===== src/rtl/alu_pkg.sv =====
// rtl/alu_pkg.sv - shared ALU constants, opcode encoding and result-buffer entry layout
// ALU_RESULT_PARITY_EN adds a stored parity bit to each entry.
package alu_pkg;

    localparam int DATA_W = 25;
    localparam int OP_W   = 3;

    typedef enum logic [OP_W-1:0] {
        OP_ADD  = 3'b000,
        OP_SUB  = 3'b001,
        OP_DIV  = 3'b010,
        OP_REM  = 3'b011,
        OP_AND  = 3'b100,
        OP_OR   = 3'b101,
        OP_XOR  = 3'b110,
        OP_XNOR = 3'b111
    } opcode_e;

    typedef struct packed {
        logic [OP_W-1:0]   select;
        logic [DATA_W-1:0] result;
`ifdef ALU_RESULT_PARITY_EN
        logic              parity;
`endif
    } entry_t;

    // Even parity: the stored bit makes the total number of ones even.
    function automatic logic even_parity(input logic [OP_W+DATA_W-1:0] d);
        return ^d;
    endfunction

endpackage


===== src/rtl/alu_result_fifo_mem.sv =====
// rtl/alu_result_fifo_mem.sv - DEPTH x WIDTH register array, one write port, one async read port
// Data storage is deliberately not reset; occupancy is tracked by the owner.
module alu_result_fifo_mem #(
    parameter int DEPTH = 4,
    parameter int WIDTH = 28,
    parameter int AW    = 2
) (
    input  logic             clock,
    input  logic             we,
    input  logic [AW-1:0]    waddr,
    input  logic [WIDTH-1:0] wdata,
    input  logic [AW-1:0]    raddr,
    output logic [WIDTH-1:0] rdata
);

    logic [WIDTH-1:0] mem [DEPTH];

    always_ff @(posedge clock) begin
        if (we) begin
            mem[waddr] <= wdata;
        end
    end

    assign rdata = mem[raddr];

endmodule


===== src/rtl/alu_result_buffer.sv =====
// rtl/alu_result_buffer.sv - FIFO buffer for ALU results with opcode tag, zero/MSB flags and overflow flag
// Optional ALU_RESULT_PARITY_EN: stores even parity per entry and drives out_parity.
module alu_result_buffer #(
    parameter int DATA_W = 25,
    parameter int OP_W   = 3,
    parameter int DEPTH  = 4
) (
    input  logic                   clock,
    input  logic                   reset,
    input  logic                   clear,
    input  logic                   in_valid,
    output logic                   in_ready,
    input  logic [DATA_W-1:0]      in_result,
    input  logic [OP_W-1:0]        in_select,
    output logic                   out_valid,
    input  logic                   out_ready,
    output logic [DATA_W-1:0]      out_result,
    output logic [OP_W-1:0]        out_select,
    output logic                   out_zero,
    output logic                   out_msb,
`ifdef ALU_RESULT_PARITY_EN
    output logic                   out_parity,
`endif
    output logic [$clog2(DEPTH):0] count,
    output logic                   overflow_sticky
);

    import alu_pkg::*;

    localparam int PTR_W = $clog2(DEPTH);
    localparam int CNT_W = PTR_W + 1;

    logic [PTR_W-1:0] wr_ptr;
    logic [PTR_W-1:0] rd_ptr;
    logic             push;
    logic             pop;
    entry_t           wr_entry;
    entry_t           rd_entry;

    assign in_ready  = (count < CNT_W'(DEPTH));
    assign out_valid = (count != '0);
    assign push      = in_valid && in_ready;
    assign pop       = out_valid && out_ready;

    always_comb begin
        wr_entry        = '0;
        wr_entry.select = in_select;
        wr_entry.result = in_result;
`ifdef ALU_RESULT_PARITY_EN
        wr_entry.parity = even_parity({in_select, in_result});
`endif
    end

    // Clear wins over everything, so a cleared cycle never writes storage.
    alu_result_fifo_mem #(
        .DEPTH (DEPTH),
        .WIDTH ($bits(entry_t)),
        .AW    (PTR_W)
    ) u_mem (
        .clock (clock),
        .we    (push && !clear),
        .waddr (wr_ptr),
        .wdata (wr_entry),
        .raddr (rd_ptr),
        .rdata (rd_entry)
    );

    always_ff @(posedge clock or negedge reset) begin
        if (!reset) begin
            wr_ptr          <= '0;
            rd_ptr          <= '0;
            count           <= '0;
            overflow_sticky <= 1'b0;
        end else if (clear) begin
            wr_ptr          <= '0;
            rd_ptr          <= '0;
            count           <= '0;
            overflow_sticky <= 1'b0;
        end else begin
            if (push) begin
                wr_ptr <= wr_ptr + PTR_W'(1);
            end
            if (pop) begin
                rd_ptr <= rd_ptr + PTR_W'(1);
            end
            unique case ({push, pop})
                2'b10:   count <= count + CNT_W'(1);
                2'b01:   count <= count - CNT_W'(1);
                default: count <= count;
            endcase
            if (in_valid && !in_ready) begin
                overflow_sticky <= 1'b1;
            end
        end
    end

    // Head fields are masked to zero while empty so stale storage never leaks out.
    always_comb begin
        out_result = '0;
        out_select = '0;
        out_zero   = 1'b0;
        out_msb    = 1'b0;
`ifdef ALU_RESULT_PARITY_EN
        out_parity = 1'b0;
`endif
        if (out_valid) begin
            out_result = rd_entry.result;
            out_select = rd_entry.select;
            out_zero   = ~|rd_entry.result;
            out_msb    = rd_entry.result[DATA_W-1];
`ifdef ALU_RESULT_PARITY_EN
            out_parity = rd_entry.parity;
`endif
        end
    end

endmodule


===== config.mk =====
export PLATFORM = sky130hd
export DESIGN_NAME = alu_result_buffer
export DESIGN_NICKNAME = d
export VERILOG_FILES = /design/src/rtl/alu_pkg.sv /design/src/rtl/alu_result_fifo_mem.sv /design/src/rtl/alu_result_buffer.sv
export SDC_FILE = /design/constraint.sdc
export NUM_CORES = 1
export LEC_CHECK = 0
export CAP_MARGIN = 5
export CORE_MARGIN = 2
export CORE_UTILIZATION = 30
export CTS_CLUSTER_DIAMETER = 30
export DETAILED_ROUTE_END_ITERATION = 7
export GPL_TIMING_DRIVEN = 0
export PLACE_DENSITY_LB_ADDON = 0.15
export SYNTH_ARGS = -nofsm -noshare
export SYNTH_HDL_FRONTEND = slang
export SYNTH_SLANG_ARGS = --single-unit
export TNS_END_PERCENT = 20

===== constraint.sdc =====
create_clock -name clock -period 2.82 [get_ports clock]
set_input_delay 0.564 -clock clock [delete_from_list [all_inputs] [get_ports clock]]
set_output_delay 0.564 -clock clock [all_outputs]
set_load 0.1 [all_outputs]

==> results.yml, run 1 <==
outcome:
  status: "finished with violations"
  violations: "setup timing"
finish:
  drive_gt1_share_pct: 34.22
  area_delta_synth_final_pct: 32.55
  nets: 364
  layout.cells.most_common: "edfxtp_1"
  mostFrequentLayoutCells: "112 x edfxtp_1, 36 x clkdlybuf4s50_1, 28 x mux4_2"
  fin_util_pct: 40.37
  antenna_cells: 0
  stdcell_area_um2: 6344
synthesis:
  yosys_warnings: 0
  syn_nets: 278
  ys_seq_area_share_pct: 74.46
  netlist_instances: 240
  syn_area_um2: 4786
  syn_area_per_cell_um2: 19.94
  synth-seq-cells: 120
  synth_cell_types: 26
sta:
  finalSetupViolCount: 11
  tightest_slew_ns: 0.9765
  fin_crit_sh_pct: 106.7
  worst_slack_ns: -0.1888
  fin_hold_ws_ns: 0.4390
  clock.fmax_mhz: 332.4
  drv_slew: 0
  max-slew-margin-rel_pct: 34.70
  fin_crit_ns: 3.009
  skew_ns: 0.006301
  rsz0062_at_grt: "yes"
  final_hold_viol_count: 0
clock_network:
  cts_max_path_buffers: 2
  ctsHoldBuffers: 0
  path_clk_slew_ns: 0.05
  clk-insertion-delay-late_ns: 0.41
  clockRootBuffer: "clkbuf_16"
  clkSinkCount: 120
  cts_setup_buffers: 0
  cts_tree: "done"
  cts-buffers-inserted: 17
  h-tree-depth: 4
critical_path:
  path_buf_inv: 2
  reg2reg_slack_ns: 0.46
  max_stage_delay_ns: 0.85
  crit_arrival_ns: 2.44
  crit_cells: 4
  cp-end-kind: "primary output"
  critPathTopFamily: "buffers and inverters"
  critPathSlowestCell: "dlygate4sd2_1"
  cp.required_ns: 2.26
  crit_path_cell_trace: "buf_12, mux4_2, and2_2, dlygate4sd2_1"
  rr_worst_depth: 5
  crit_fanout: 10
  r2r_start: "count[2]$_DFFE_PN0P_"
  startpoint_type: "register"
  startpoint: "rd_ptr[0]$_DFFE_PN0P_"
  path_class: "register to primary output"
drt:
  post-route-drc-count: 0
  dr.pass1.iters: 4
  routedWlPerCell_um: 18.31
  drtAntennaViolNets: 0
  route.vias.total: 2445
  drt_iter0_drc: 159
  vias_per_cell: 4.405
  wirelength_um: 10160
run:
  cap_violations: 0
placed_design:
  postPlaceCellArea_um2: 5752
  dp_hpwl_um: 6323
  gp_congestion: 0.7258
  port_buffers: 67
  dp_slack_ns: -1.100
die:
  die_h_um: 130.3
  die_x_um: 130.3
  coreArea_um2: 15710
  die-area_um2: 16980
  initial_utilization_pct: 30.46
  rows: 46
  pin_count: 69
hold_path:
  hold_path_class: "primary input to asynchronous set/reset pin"
grt:
  grt_pass1_wl_um: 15430
  track_usage_pct: 13.07
  antenna_found_initial: 1
  first_global_vias: 2659
  grt_start_max_net_pins: 29
  grt_overflow: 0
-- final timing paths --
check / end
worst max-delay path: out_result[17]
worst min-delay path: overflow_sticky$_DFFE_PN0P_
worst max register to register: u_mem.mem[0][18]$_DFFE_PP_
worst min register to register: overflow_sticky$_DFFE_PN0P_
max in group asynchronous: rd_ptr[0]$_DFFE_PN0P_
min in group clock: overflow_sticky$_DFFE_PN0P_
-- registers in the layout, summed over array words and instances, names as in the netlist --
name             cells
u_mem.mem          112
overflow_sticky      1
rd_ptr               2
wr_ptr               2
count                3
-- worst reg2reg max path, delay by kind of cell, from the launching register on --
family / cells / cell delay (ns)
flops: 1 / 0.40
buf+inv: 2 / 0.43
simple gates: 3 / 1.13
-- timing repair --
action                                  4_1_cts  5_1_grt
gates cloned                                  0        0
endpoints found under the setup margin       31       28
gates resized for setup                     107       12
pin swaps                                     2        2
-- per-stage QoR --
step | cells | setup TNS (ns)
after detailed placement | 523 | -29.05
after global routing | 555 | -2.778
final | 555 | -1.166
after CTS | 555 | -2.444
after floorplan | 240 | -0.01686
after global placement | 523 | -87.75
-- logic make-up (layout without fill, tap and decap cells) --
family | Yosys count | count (layout) | share of synthesized area, %
flops | 120 | 120 | 74.46
fa+ha+maj | 5 | 5 | 1.464
buf+inv | 17 | 116 | 1.830
compound gates | 6 | 6 | 1.020
simple gates | 59 | 59 | 7.111
xor+xnor | 4 | 4 | 0.7322
mux | 29 | 29 | 13.39
-- Yosys cell counts --
library cell  number  area (um^2)
nand2_1            1        3.750
xnor2_1            2        17.52
mux2i_1            1        10.01
nor4_2             1        12.51
edfxtp_1         112         3363
nor2b_1            2        12.51
fa_1               1        20.02
buf_1              1        3.750
buf_2              4        20.02
ha_1               4        50.05
dfrtp_1            8        200.2
nor4_1             6        37.54
nand3_1            2        10.01
mux4_2            28        630.6
clkbuf_1           5        18.77
a21o_1             1        7.510
buf_4              1        7.510
a21oi_1            4        20.02
nand4_1            1        6.260
nor3_1             2        10.01
nor2_1            11        41.29
o31ai_4            1        21.27
and2_1            33        206.5
xor2_1             2        17.52
buf_6              2        22.52
inv_1              4        15.01
-- routing by layer --
metal,wire length [um],part of all wire [%],vias to the layer above,GRT usage (%)
met5,13,0.13,-,0
met4,132,1.3,2,4.934
met3,487,4.8,12,4.469
met2,4667,46,65,20.08
met1,4861,48,1244,17.26
li1,-,-,1122,-
-- cell type report --
type | count | area, um^2
Inverter | 4 | 15.01
Clock inverter | 12 | 85.08
Buffer | 13 | 105.1
Timing Repair Buffer | 67 | 649.4
Sequential cell | 120 | 3568
Clock buffer | 20 | 436.7
Tap cell | 216 | 270.3
Multi-Input combinational cell | 103 | 1214
Fill cell | 1443 | 9369
Power of run 1 is left out: the tool's default activity adds up to more than one toggle a clock period on the data nets, which glitch-free logic cannot reach.
==> run 2, diff against run 1 <==
- CTS_CLUSTER_SIZE: not set -> 10
==> results of run 2 <==
No change in the layout: final DEF, timing and power equal those of run 1.
Power of run 2 is left out for the same reason.
==> run 3, diff against run 2 <==
- ABC_AREA: not set -> 1
- DONT_BUFFER_PORTS: not set -> 1
==> run 3 against run 2 <==
The run still ends with setup timing left; register-to-register slack lost 0.15 ns; global-route usage grew 1.3 points; non-clock buffer count shrank 48; first-iteration DRC count grew 8.2%; count of clock-buffer cells in the layout shrank 2; synthesized area grew 4.5%; worst hold slack lost 0.23 ns; maximum frequency grew 3.4%; synthesized cell count grew 86%; flip-flop and latch count is the same; largest cell class unchanged.
==> results.yml, run 3 <==
outcome:
  status: "finished with violations"
  violations: "setup timing"
hold_path:
  hold_path_class: "primary input to register"
sta:
  fin_crit_ns: 2.909
  drv_slew: 0
  clock.fmax_mhz: 343.7
  final_hold_viol_count: 0
  finalSetupViolCount: 15
  worst_slack_ns: -0.08917
  max-slew-margin-rel_pct: 40.75
  fin_crit_sh_pct: 103.2
  tightest_slew_ns: 0.8888
  skew_ns: 0.006738
  fin_hold_ws_ns: 0.2099
  rsz0062_at_grt: "yes"
synthesis:
  netlist_instances: 446
  synthMuxAreaShare_pct: 0
  yosys_warnings: 0
  synth.area.top_cells: "edfxtp_1 67%, nand2_1 12%, nand3_1 5.2%, dfrtp_1 4.0%, nor2_1 3.8%"
  synth_xor_area_share_pct: 0
  ys_seq_area_share_pct: 71.22
  synth_top_area_cell: "edfxtp_1"
  synthAdderAreaFrac_pct: 1.400
  syn_nets: 484
  synth_ff_type: "edfxtp_1"
  synthSimpleGateAreaFrac_pct: 21.63
  synth-compound-area-share_pct: 1.825
  synth_top_family_by_area: "simple AND/OR/NAND/NOR gates"
  synth.most_common_cell: "nand2_1"
  synth_edf_count: 112
  postSynth.asyncResetShare_pct: 6.667
  yosysTopAreaCellShare_pct: 67.22
  synth_common_cells: "156 x nand2_1, 112 x edfxtp_1, 52 x nand3_1, 50 x nor2_1, 14 x inv_1"
  synth_cell_types: 24
  syn_area_per_cell_um2: 11.22
  syn_area_um2: 5004
  synth-seq-cells: 120
clock_network:
  clkSinkCount: 120
  cts_tree: "done"
  clk-insertion-delay-late_ns: 0.41
  cts-buffers-inserted: 17
  cts_max_path_buffers: 2
  clockRootBuffer: "clkbuf_16"
  h-tree-depth: 4
  path_clk_slew_ns: 0.05
finish:
  largest_register_ffs: 112
  area_delta_synth_final_pct: 30.73
  regMostFlops: "u_mem.mem"
  fin_util_pct: 39.73
  antenna_cells: 0
  fillCellCount: 1557
  nets: 514
  fin_cells: 709
  reg_top3: "u_mem.mem: 112 flops, count: 3 flops"
  drive_gt1_share_pct: 26.99
  mostFrequentLayoutCells: "134 x nand2_1, 112 x edfxtp_1, 50 x nand3_1"
  layout.cells.most_common: "nand2_1"
critical_path:
  crit_fanout: 5
  path_class: "register to primary output"
  cp-end-kind: "primary output"
  startpoint_type: "register"
  crit_arrival_ns: 2.35
  cp.required_ns: 2.26
drt:
  drt_iter0_drc: 172
  drtAntennaViolNets: 0
  vias_per_cell: 4.477
  dr.pass1.iters: 4
  routedWlPerCell_um: 16.78
  post-route-drc-count: 0
  wirelength_um: 11900
  route.vias.total: 3174
die:
  die_h_um: 133.1
  initial_utilization_pct: 30.39
  rows: 47
  die_x_um: 133.1
  pin_count: 69
  coreArea_um2: 16470
  die-area_um2: 17730
grt:
  track_usage_pct: 14.36
  grt_start_max_net_pins: 23
  grt_overflow: 0
  first_global_vias: 3193
  grt_pass1_wl_um: 18530
  antenna_found_initial: 0
run:
  cap_violations: 0
placed_design:
  dp_slack_ns: -0.2864
  dpl.cell_count: 670
  port_buffers: 0
  dp_hpwl_um: 7849
  gp_congestion: 0.7382
[run 3: cell count changes in the layout (fill, tap and decap cells not counted), sizes merged, moves of 15 or more]
cell | before | now
nand2 | 1 | 158
clkdlybuf4s50 | 36 | 0
nand3 | 2 | 52
clkdlybuf4s15 | 15 | 0
and2 | 33 | 0
mux4 | 28 | 0
nor2 | 11 | 51
[run 3: worst max-delay path: stages (launching register included)]
cell and delay, ns:
dfrtp_4 0.67, inv_12 0.13, nand2_8 0.25, inv_16 0.06, nor2_4 0.53, buf_12 0.26
[run 3: what timing repair did]
| item | 4_1_cts | 5_1_grt |
|---|---|---|
| gates cloned | 0 | 1 |
| hold buffers | 1 | 0 |
| pin swaps | 11 | 15 |
| endpoints found under the hold margin | 8 | 0 |
| gates resized for setup | 45 | 35 |
| setup endpoints to repair | 30 | 29 |
| buffers inserted | 1 | 4 |
[run 3: per-stage QoR]
step	setup TNS, ns	cell area, um^2
final	-0.5105	6541
after global routing	-2.377	6541
after detailed placement	-4.988	5620
after floorplan	-23.65	5228
after CTS	-1.351	6395
after global placement	-169.60	5503
[run 3: kinds of logic after synthesis]
family	after synthesis
and+or+nand+nor	265
DFF	120
buffers and inverters	39
AOI/OAI and AO/OA	17
adders and majority gates	5
[run 3: area by class of cell]
| class | count | area (um^2) | area share, % |
|---|---|---|---|
| clock inverters | 14 | 181.4 | 2.774 |
| inverters | 18 | 98.84 | 1.511 |
| well taps | 220 | 275.3 | 4.208 |
| flip-flops and latches | 120 | 3576 | 54.67 |
| repair buffers | 11 | 172.7 | 2.640 |
| plain buffers | 21 | 206.4 | 3.156 |
| clock buffers | 18 | 429.2 | 6.561 |
| multi-input cells | 287 | 1602 | 24.48 |
[run 3: path summary, 6_finish.rpt]
kind / end / cells past startpoint / slack (ns) / start
hold / removal: overflow_sticky$_DFFE_PN0P_ / 1 / 0.21 / clear
setup / recovery: out_result[24] / 5 / -0.09 / count[2]$_DFFE_PN0P_
min in group asynchronous: count[2]$_DFFE_PN0P_ / 1 / 0.51 / reset
hold reg to reg: wr_ptr[1]$_DFFE_PN0P_ / 2 / 0.64 / wr_ptr[1]$_DFFE_PN0P_
setup reg to reg: u_mem.mem[3][7]$_DFFE_PP_ / 6 / 0.31 / count[2]$_DFFE_PN0P_
max in group asynchronous: count[0]$_DFFE_PN0P_ / 1 / 1.99 / reset
[run 3: layer usage]
metal  part of all wire, %  GRT usage (%)
met5                     0              0
met4                   1.1          5.142
met3                   8.0          6.240
met2                    51          24.04
met1                    40          16.48
Power of run 3 is left out for the same reason.
